--- src/rtl/bn_stats_accumulator_pkg.sv ---
// Shared state encodings and derived accumulator widths for the batch-stats block.
package bn_stats_accumulator_pkg;

  typedef enum logic [1:0] {
    ACCUM     = 2'd0,
    CALC_MEAN = 2'd1,
    CALC_VAR  = 2'd2,
    OUTPUT    = 2'd3
  } bns_state_t;

  function automatic int sum_w(input int data_w, input int log2_n);
    return data_w + log2_n;
  endfunction

  function automatic int sq_w(input int data_w, input int log2_n);
    return 2 * data_w + log2_n;
  endfunction

endpackage

--- src/rtl/bn_var_finalize.sv ---
// Combinational variance finalize: E[x^2] - mean^2, clamped at 0 and saturated
// to the largest positive DATA_WIDTH value.
module bn_var_finalize #(
  parameter int DATA_WIDTH = 16
) (
  input  logic [2*DATA_WIDTH-1:0] i_ex2,
  input  logic [DATA_WIDTH-1:0]   i_mean,
  output logic [DATA_WIDTH-1:0]   o_var
);

  localparam int PW = 2 * DATA_WIDTH;
  localparam logic [PW:0] VMAX = (PW+1)'((64'd1 << (DATA_WIDTH - 1)) - 64'd1);

  logic signed [PW-1:0] w_mean_sx;
  logic signed [PW-1:0] w_msq_s;
  logic [PW:0]          w_diff;

  assign w_mean_sx = {{DATA_WIDTH{i_mean[DATA_WIDTH-1]}}, i_mean};
  assign w_msq_s   = w_mean_sx * w_mean_sx;
  // One extra bit so a negative difference shows up as the top bit.
  assign w_diff    = {1'b0, i_ex2} - {1'b0, $unsigned(w_msq_s)};

  always_comb begin
    o_var = w_diff[DATA_WIDTH-1:0];
    if (w_diff[PW]) begin
      o_var = '0;
    end else if (w_diff > VMAX) begin
      o_var = VMAX[DATA_WIDTH-1:0];
    end
  end

endmodule

--- src/rtl/bn_stats_accumulator.sv ---
// Accumulates sum and sum of squares over 2^LOG2_N samples, then emits mean and
// variance two cycles after the last accept, held under valid/ready until consumed.
module bn_stats_accumulator
  import bn_stats_accumulator_pkg::*;
#(
  parameter int DATA_WIDTH = 16,
  parameter int LOG2_N     = 4
) (
  input  logic                  clk,
  input  logic                  rst_n,
  input  logic [DATA_WIDTH-1:0] data_in,
  input  logic                  valid_in,
  output logic                  ready_in,
  input  logic                  clear,
  output logic [DATA_WIDTH-1:0] stats_mean,
  output logic [DATA_WIDTH-1:0] stats_var,
  output logic                  stats_valid,
  input  logic                  stats_ready,
  output logic                  busy
);

  localparam int SUM_W = sum_w(DATA_WIDTH, LOG2_N);
  localparam int SQ_W  = sq_w(DATA_WIDTH, LOG2_N);
  localparam int PW    = 2 * DATA_WIDTH;
  localparam logic [LOG2_N-1:0] LAST_CNT = LOG2_N'((1 << LOG2_N) - 1);

  bns_state_t r_state, w_state_nxt;
  logic [LOG2_N-1:0]        r_count;
  logic signed [SUM_W-1:0]  r_sum;
  logic [SQ_W-1:0]          r_sumsq;
  logic [DATA_WIDTH-1:0]    r_mean;
  logic [DATA_WIDTH-1:0]    r_var;
  logic                     r_valid;

  logic                     w_accept;
  logic                     w_last;
  logic                     w_consume;
  logic signed [PW-1:0]     w_din_sx;
  logic signed [PW-1:0]     w_sq;
  logic signed [SUM_W-1:0]  w_sum_sx;
  logic [PW-1:0]            w_ex2;
  logic [DATA_WIDTH-1:0]    w_var;

  assign ready_in    = (r_state == ACCUM);
  assign w_accept    = valid_in && ready_in && !clear;
  assign w_last      = w_accept && (r_count == LAST_CNT);
  assign w_consume   = r_valid && stats_ready;
  assign w_din_sx    = {{DATA_WIDTH{data_in[DATA_WIDTH-1]}}, data_in};
  assign w_sq        = w_din_sx * w_din_sx;
  assign w_sum_sx    = {{LOG2_N{data_in[DATA_WIDTH-1]}}, data_in};
  // Dropping the low LOG2_N bits is the floor divide by N for both accumulators.
  assign w_ex2       = r_sumsq[SQ_W-1:LOG2_N];

  assign stats_mean  = r_mean;
  assign stats_var   = r_var;
  assign stats_valid = r_valid;
  assign busy        = (r_state != ACCUM) || (r_count != '0);

  bn_var_finalize #(.DATA_WIDTH(DATA_WIDTH)) u_var_finalize (
    .i_ex2  (w_ex2),
    .i_mean (r_mean),
    .o_var  (w_var)
  );

  always_ff @(posedge clk or negedge rst_n) begin
    if (!rst_n) r_state <= ACCUM;
    else        r_state <= w_state_nxt;
  end

  always_comb begin
    w_state_nxt = r_state;
    if (clear) begin
      w_state_nxt = ACCUM;
    end else begin
      unique case (r_state)
        ACCUM:     if (w_last) w_state_nxt = CALC_MEAN;
        CALC_MEAN: w_state_nxt = CALC_VAR;
        CALC_VAR:  w_state_nxt = OUTPUT;
        OUTPUT:    if (w_consume) w_state_nxt = ACCUM;
      endcase
    end
  end

  always_ff @(posedge clk or negedge rst_n) begin
    if (!rst_n) begin
      r_count <= '0;
      r_sum   <= '0;
      r_sumsq <= '0;
      r_mean  <= '0;
      r_var   <= '0;
      r_valid <= 1'b0;
    end else if (clear) begin
      // Results survive a flush; only the batch in flight is discarded.
      r_count <= '0;
      r_sum   <= '0;
      r_sumsq <= '0;
      r_valid <= 1'b0;
    end else begin
      unique case (r_state)
        ACCUM: begin
          if (w_accept) begin
            r_sum   <= r_sum + w_sum_sx;
            r_sumsq <= r_sumsq + SQ_W'($unsigned(w_sq));
            r_count <= w_last ? '0 : r_count + 1'b1;
          end
        end
        CALC_MEAN: r_mean <= r_sum[SUM_W-1:LOG2_N];
        CALC_VAR: begin
          r_var   <= w_var;
          r_valid <= 1'b1;
        end
        OUTPUT: begin
          if (w_consume) begin
            r_valid <= 1'b0;
            r_count <= '0;
            r_sum   <= '0;
            r_sumsq <= '0;
          end
        end
      endcase
    end
  end

endmodule

--- config.mk ---
export PLATFORM = sky130hd
export DESIGN_NAME = bn_stats_accumulator
export DESIGN_NICKNAME = d
export VERILOG_FILES = /design/src/rtl/bn_stats_accumulator_pkg.sv /design/src/rtl/bn_var_finalize.sv /design/src/rtl/bn_stats_accumulator.sv
export SDC_FILE = /design/constraint.sdc
export NUM_CORES = 2
export LEC_CHECK = 0
export CAP_MARGIN = 30
export CORE_ASPECT_RATIO = 0.9
export CORE_MARGIN = 4
export CORE_UTILIZATION = 50
export DETAILED_ROUTE_END_ITERATION = 7
export MAX_ROUTING_LAYER = met4
export PLACE_DENSITY = 0.66
export SYNTH_ARGS = -nofsm -noshare
export SYNTH_HDL_FRONTEND = slang
export SYNTH_HIERARCHICAL = 1
export SYNTH_SLANG_ARGS = --single-unit
--- constraint.sdc ---
create_clock -name clk -period 24.5 [get_ports clk]
set_input_delay 2.45 -clock clk [delete_from_list [all_inputs] [get_ports clk]]
set_output_delay 2.45 -clock clk [all_outputs]
set_load 0.01 [all_outputs]
==> Word-level counts from Yosys, hierarchy flattened <==
Index checks and enable logic that the tools add are counted.
{ "totals": {"mem_count": 0, "ramBits": 0, "ff_bits": 95, "in_bits": 21, "output_inout_bits": 35, "latchBits": 0, "rom_bits": 0} }
{ "op_classes": {"add_sub_neg": 4, "div": 0, "mux": 22, "magnitude_cmp": 1, "n_reduce_logical": 16, "n_mul": 2, "bitwise": 1, "n_shift": 0, "n_eq_ne": 7} }
{ "ops": {"columns": ["operator", "n"], "rows": [
  ["$mux 36", 3],
  ["$pmux 36 s2", 1],
  ["$mul 16x16->32", 2],
  ["$mux 20", 3],
  ["$pmux 20 s2", 1],
  ["$add 36x32->36", 1],
  ["$gt 33x15->1 const B", 1],
  ["$sub 32x32->33", 1],
  ["$mux 16", 2],
  ["$add 20x16->20", 1],
  ["$mux 4", 4],
  ["$pmux 2 s4", 1],
  ["$pmux 4 s2", 1],
  ["$reduce_and 2->1", 4],
  ["$mux 2", 3],
  ["$ne 3x1->1 const B", 2],
  ["$reduce_bool 3->1", 2],
  ["$add 4x1->4 const B", 1],
  ["$eq 2x2->1 const B", 2],
  ["$eq 4x4->1 const B", 1],
  ["$logic_and 1x1->1", 4],
  ["$reduce_bool 4->1", 1],
  ["$ne 3x3->1 const B", 1],
  ["$reduce_and 3->1", 1],
  ["8 further kinds", 9]
]} }

==> Longest topological paths before layout <==
{ "depth": {"word_depth": 8, "ltp_mapped": 39} }

==> Hierarchy <==
The synthesis kept the hierarchy.
{ "by_module_without_submodules": {"columns": ["module", "seq_area_each_um2", "instances", "area_per_inst_um2", "cells_per_inst"], "rows": [
  ["bn_stats_accumulator", 2377.3, 1, 15043.2, 1619],
  ["bn_var_finalize", 0.0, 1, 10800.4, 1242]
]} }

==> Worst setup path before layout <==
OpenSTA, ideal clock, no wires.
{ "synth_timing": {"kind": "input -> register", "startpoint": "input port data_in[15]", "endpoint": "register r_sumsq[31]", "required_time_ns": 24.378, "cell_stages": 31, "n_path_buf": 3, "arrival_time_ns": 9.895, "path_slack_ns": 14.483, "setup_ns": 0.122, "path_cell_list": "buf_2 inv_1 buf_1 nor2_1 fa_1 inv_1 fa_1 inv_1 fa_1 fa_1 fa_1 inv_1 fa_1 inv_1 ha_1 clkbuf_1 a211o_1 a21oi_1 o21ai_0 a31oi_2 o31ai_1 a21oi_1 xnor2_1 ha_1 nor2b_1 o21ai_0 nand2_1 a21oi_1 a21boi_2 or3_1 a32o_1"} }
{ "synth_between": {"elab_chain_len": 5} }
{ "synth_lines": {"columns": ["element", "line", "text"], "rows": [
  ["start, declared", "bn_stats_accumulator.sv:11", "input logic [DATA_WIDTH-1:0] data_in,"],
  ["$mul 16x16->32", "bn_stats_accumulator.sv:49", "assign w_sq = w_din_sx * w_din_sx;"],
  ["$add 36x32->36", "bn_stats_accumulator.sv:103", "r_sumsq <= r_sumsq + SQ_W'($unsigned(w_sq));"],
  ["$mux 36", "bn_stats_accumulator.sv:101", "if (w_accept) begin"],
  ["$pmux 36 s2", "bn_stats_accumulator.sv:99", "unique case (r_state)"],
  ["$mux 36", "bn_stats_accumulator.sv:92", "end else if (clear) begin"],
  ["end signal, assigned", "bn_stats_accumulator.sv:103", null],
  ["end, declared", "bn_stats_accumulator.sv:30", "logic [SQ_W-1:0] r_sumsq;"]
]} }
No other way between the ends. The select of a mux whose other input is x is not followed.
A chain may end at the register's enable or synchronous reset.

==> Worst setup path in the final report <==
{ "layout_timing": {"startpoint": "input port data_in[13]", "endpoint": "register r_sumsq[29]"} }
Same word-level chain as after synthesis.

==> results by group <==
Timing
  – Final hold violation count: 0
  – Setup_tns: 0 ps
  – Fmax: 91.0 MHz
  – Worst Max-Slew Pin Slew: 971 ps
  – Slew margin rel.: 35.1%
  – Final Max Tran Viols: 0
  – Final WS setup: 13510 ps
  – RSZ-0062 raised after global routing: no
  – Fin crit share: 44.9%
  – Finish-stage setup viols: 0
  – Skew final: 12.2 ps
  – Min cycle time layout: 10990 ps

Final layout
  – Commonest non-fill, non-tap cell in the layout: inv_1
  – Share of layout cells above drive strength 1: 4.07%
  – Post-layout util: 54.0%
  – Most frequent cells in the layout: 676 x inv_1, 477 x fa_1, 272 x nand2_1
  – Final net count: 3633
  – Fillers: 4597
  – Area grow syn2layout: 5.96%
  – Antenna Cells: 0

Routing
  – Final wirelength: 60.1 mm
  – TritonRoute pass-1 iters: 7
  – Final ANT Viol Nets: 0
  – Vias: 19019
  – DRC Markers: 0
  – Drt initial violations: 1179
  – Vias/cell: 5.35
  – WL/cell: 16.9 um

Synthesis
  – Asr flop ratio synth: 100%
  – Mapped Cells: 2861
  – Yosys top cell by area: fa_1
  – Post-Syn Area per Cell: 9.03 um2
  – Seq cells post-synth: 95
  – Number of synthesized flops with an enable pin: 0
  – Top_reg_cell synth: dfrtp_1
  – Yosys cell types: 95
  – Area share of the largest cell type after synthesis: 36.9%
  – Cell Area, Synth: 25800 um2
  – Syn nets: 3621
  – Ys Warns: 6
  – Top post-synthesis cells by area: fa_1 37%, ha_1 13%, inv_1 9.8%
  – Seq/Total Area, Yosys: 9.20%

Critical path
  – FF-to-FF setup slack: 14460 ps
  – FF-to-FF Start: stats_mean[2]
  – Worst EP required: 24730 ps
  – Depth of the worst register-to-register path: 31
  – WP data arrival: 11230 ps
  – Stages on the worst setup path: 31
  – Worst setup SP type: input pin
  – Worst setup path category: in -> reg
  – Most frequent CP cell: fa_1
  – Buffers plus inverters on the worst setup path: 5
  – Crit path max-delay family: adder cells
  – Crit. End Element: flop
  – Slowest cell on crit path: clkdlybuf4s50_1
  – Last element of the critical path: r_sumsq[29]
  – CP max FO: 15
  – Delay of the slowest cell on the worst path: 1010 ps
  – Worst setup path start: data_in[13]
  – Reg2Reg Capture Point: stats_var[14]

Flow run
  – Max capacitance violation total: 0

Global routing
  – Antenna violations before repair: 1
  – GRT Total Usage: 23.5%
  – Total gr overflow: 0
  – Pin count of the biggest net entering global routing: 58
  – First-pass GRT wire length: 102 mm
  – Vias in the first global route: 20371

Place
  – HPWL after detailed placement: 50.8 mm
  – PortBufs: 55
  – Place WS: 13260 ps
  – Gp weighted congestion: 0.922

Floorplanning
  – I/O pin total: 56
  – Initial cell density of the core: 50.9%
  – # rows: 78
  – Die footprint: 55400 um2
  – Placeable Area: 50700 um2
  – Die height: 224 um
  – Die width: 248 um

Clocking
  – Clock buffer count from CTS: 9
  – CTS tree: done
  – CTS Buffer Depth: 2
  – CTS resizes: 0
  – CTS Sinks: 95
  – Post-CTS setup buffers: 0
  – Htree depth: 3
  – Worst-Skew Late Latency: 370 ps
  – Root buf cell: clkbuf_16
  – Hold_buf cts: 0
  – Clk slew on worst S/H paths: 70 ps

Min path
  – Min-delay worst type: reg -> reg

Outcome
  – Outcome: finished, final reports clean
layout make-up:
class / count / area (um2) / area share (%)
multi-input combinational: 2017 / 20600 / 75.4
tap: 680 / 851 / 3.11
sequential: 95 / 2380 / 8.68
timing repair buffer: 73 / 687 / 2.51
inverter: 677 / 2540 / 9.28
clock buffer: 10 / 239 / 0.873
clock inverter: 6 / 43.8 / 0.160
worst min path at each step:
stage	end	slack, ps	start	cells past startpoint
3_3_place_gp	r_sumsq[3]	470	r_sumsq[3]	2
4_1_cts	r_sumsq[2]	500	r_sumsq[2]	2
2_1_floorplan	r_sum[2]	450	r_sum[2]	2
3_5_place_dp	r_sum[2]	490	r_sum[2]	2
5_1_grt	stats_mean[1]	520	stats_mean[1]	1
6_report	r_sumsq[2]	500	r_sumsq[2]	2
through the flow:
| step | hold WS [ps] | std cells | area [um2] |
|---|---|---|---|
| floorplan | 454 | 2861 | 25800 |
| global placement | 474 | 3541 | 27100 |
| detailed placement | 485 | 3542 | 27100 |
| CTS | 502 | 3558 | 27400 |
| global route | 523 | 3558 | 27400 |
| finish | 502 | 3558 | 27400 |
worst register-to-register path, delay by kind of cell, from the launching register on:
family | cells | cell delay [ps]
compound gates | 12 | 3190
xor+xnor | 2 | 310
fa+ha+maj | 8 | 3580
buf+inv | 4 | 450
flops | 1 | 950
mux | 1 | 260
simple gates | 4 | 1180
state kept, by name (all words and copies together), names as in the netlist:
register / count
stats_mean: 16
stats_var: 16
r_state: 2
r_count: 4
r_sum: 20
r_sumsq: 36
stats_valid: 1
synth_stat cells, drive strengths merged (4+ instances only):
| cell type | count |
|---|---|
| a21boi | 9 |
| fa | 477 |
| o21ai | 117 |
| a32o | 4 |
| o211ai | 8 |
| clkbuf | 63 |
| inv | 676 |
| mux2 | 35 |
| nor3 | 22 |
| nand2 | 272 |
| o31a | 4 |
| a31oi | 11 |
| or3 | 7 |
| o21bai | 12 |
| a21o | 52 |
| o31ai | 7 |
| and3 | 19 |
| xnor2 | 98 |
| buf | 9 |
| xor2 | 54 |
| ha | 262 |
| or2 | 9 |
| a31o | 5 |
| nand3 | 31 |
| and2 | 85 |
| a211oi | 19 |
| a22o | 9 |
| nor4 | 6 |
| nand3b | 4 |
| nand4 | 9 |
| nor2 | 114 |
| dfrtp | 95 |
| a2111oi | 4 |
| o22ai | 5 |
| nor2b | 18 |
| nand2b | 30 |
| o21a | 27 |
| a211o | 11 |
| a21oi | 123 |
cells by family after synthesis:
logic type	after synthesis	share of synthesized area [%]
AOI/OAI and AO/OA	454	11.8
xor gates and xnor gates	152	5.22
adders and majority gates	739	49.6
buffers and inverters	749	10.9
DFF	95	9.20
muxes	36	1.56
other	1	0.0145
and+or+nand+nor	635	11.6
routing by layer:
metal | vias up | routed length (um) | GRT usage [%] | share of wire [%]
li1 | 8973 | - | - | -
met1 | 9577 | 28400 | 33.1 | 47
met2 | 412 | 28400 | 37.5 | 47
met3 | 57 | 2490 | 2.91 | 4.2
met4 | 0 | 773 | 3.49 | 1.3
met5 | - | 0 | - | 0
Power is left out: the tool's default activity adds up to more than one toggle a clock period on the data nets, which glitch-free logic cannot reach.
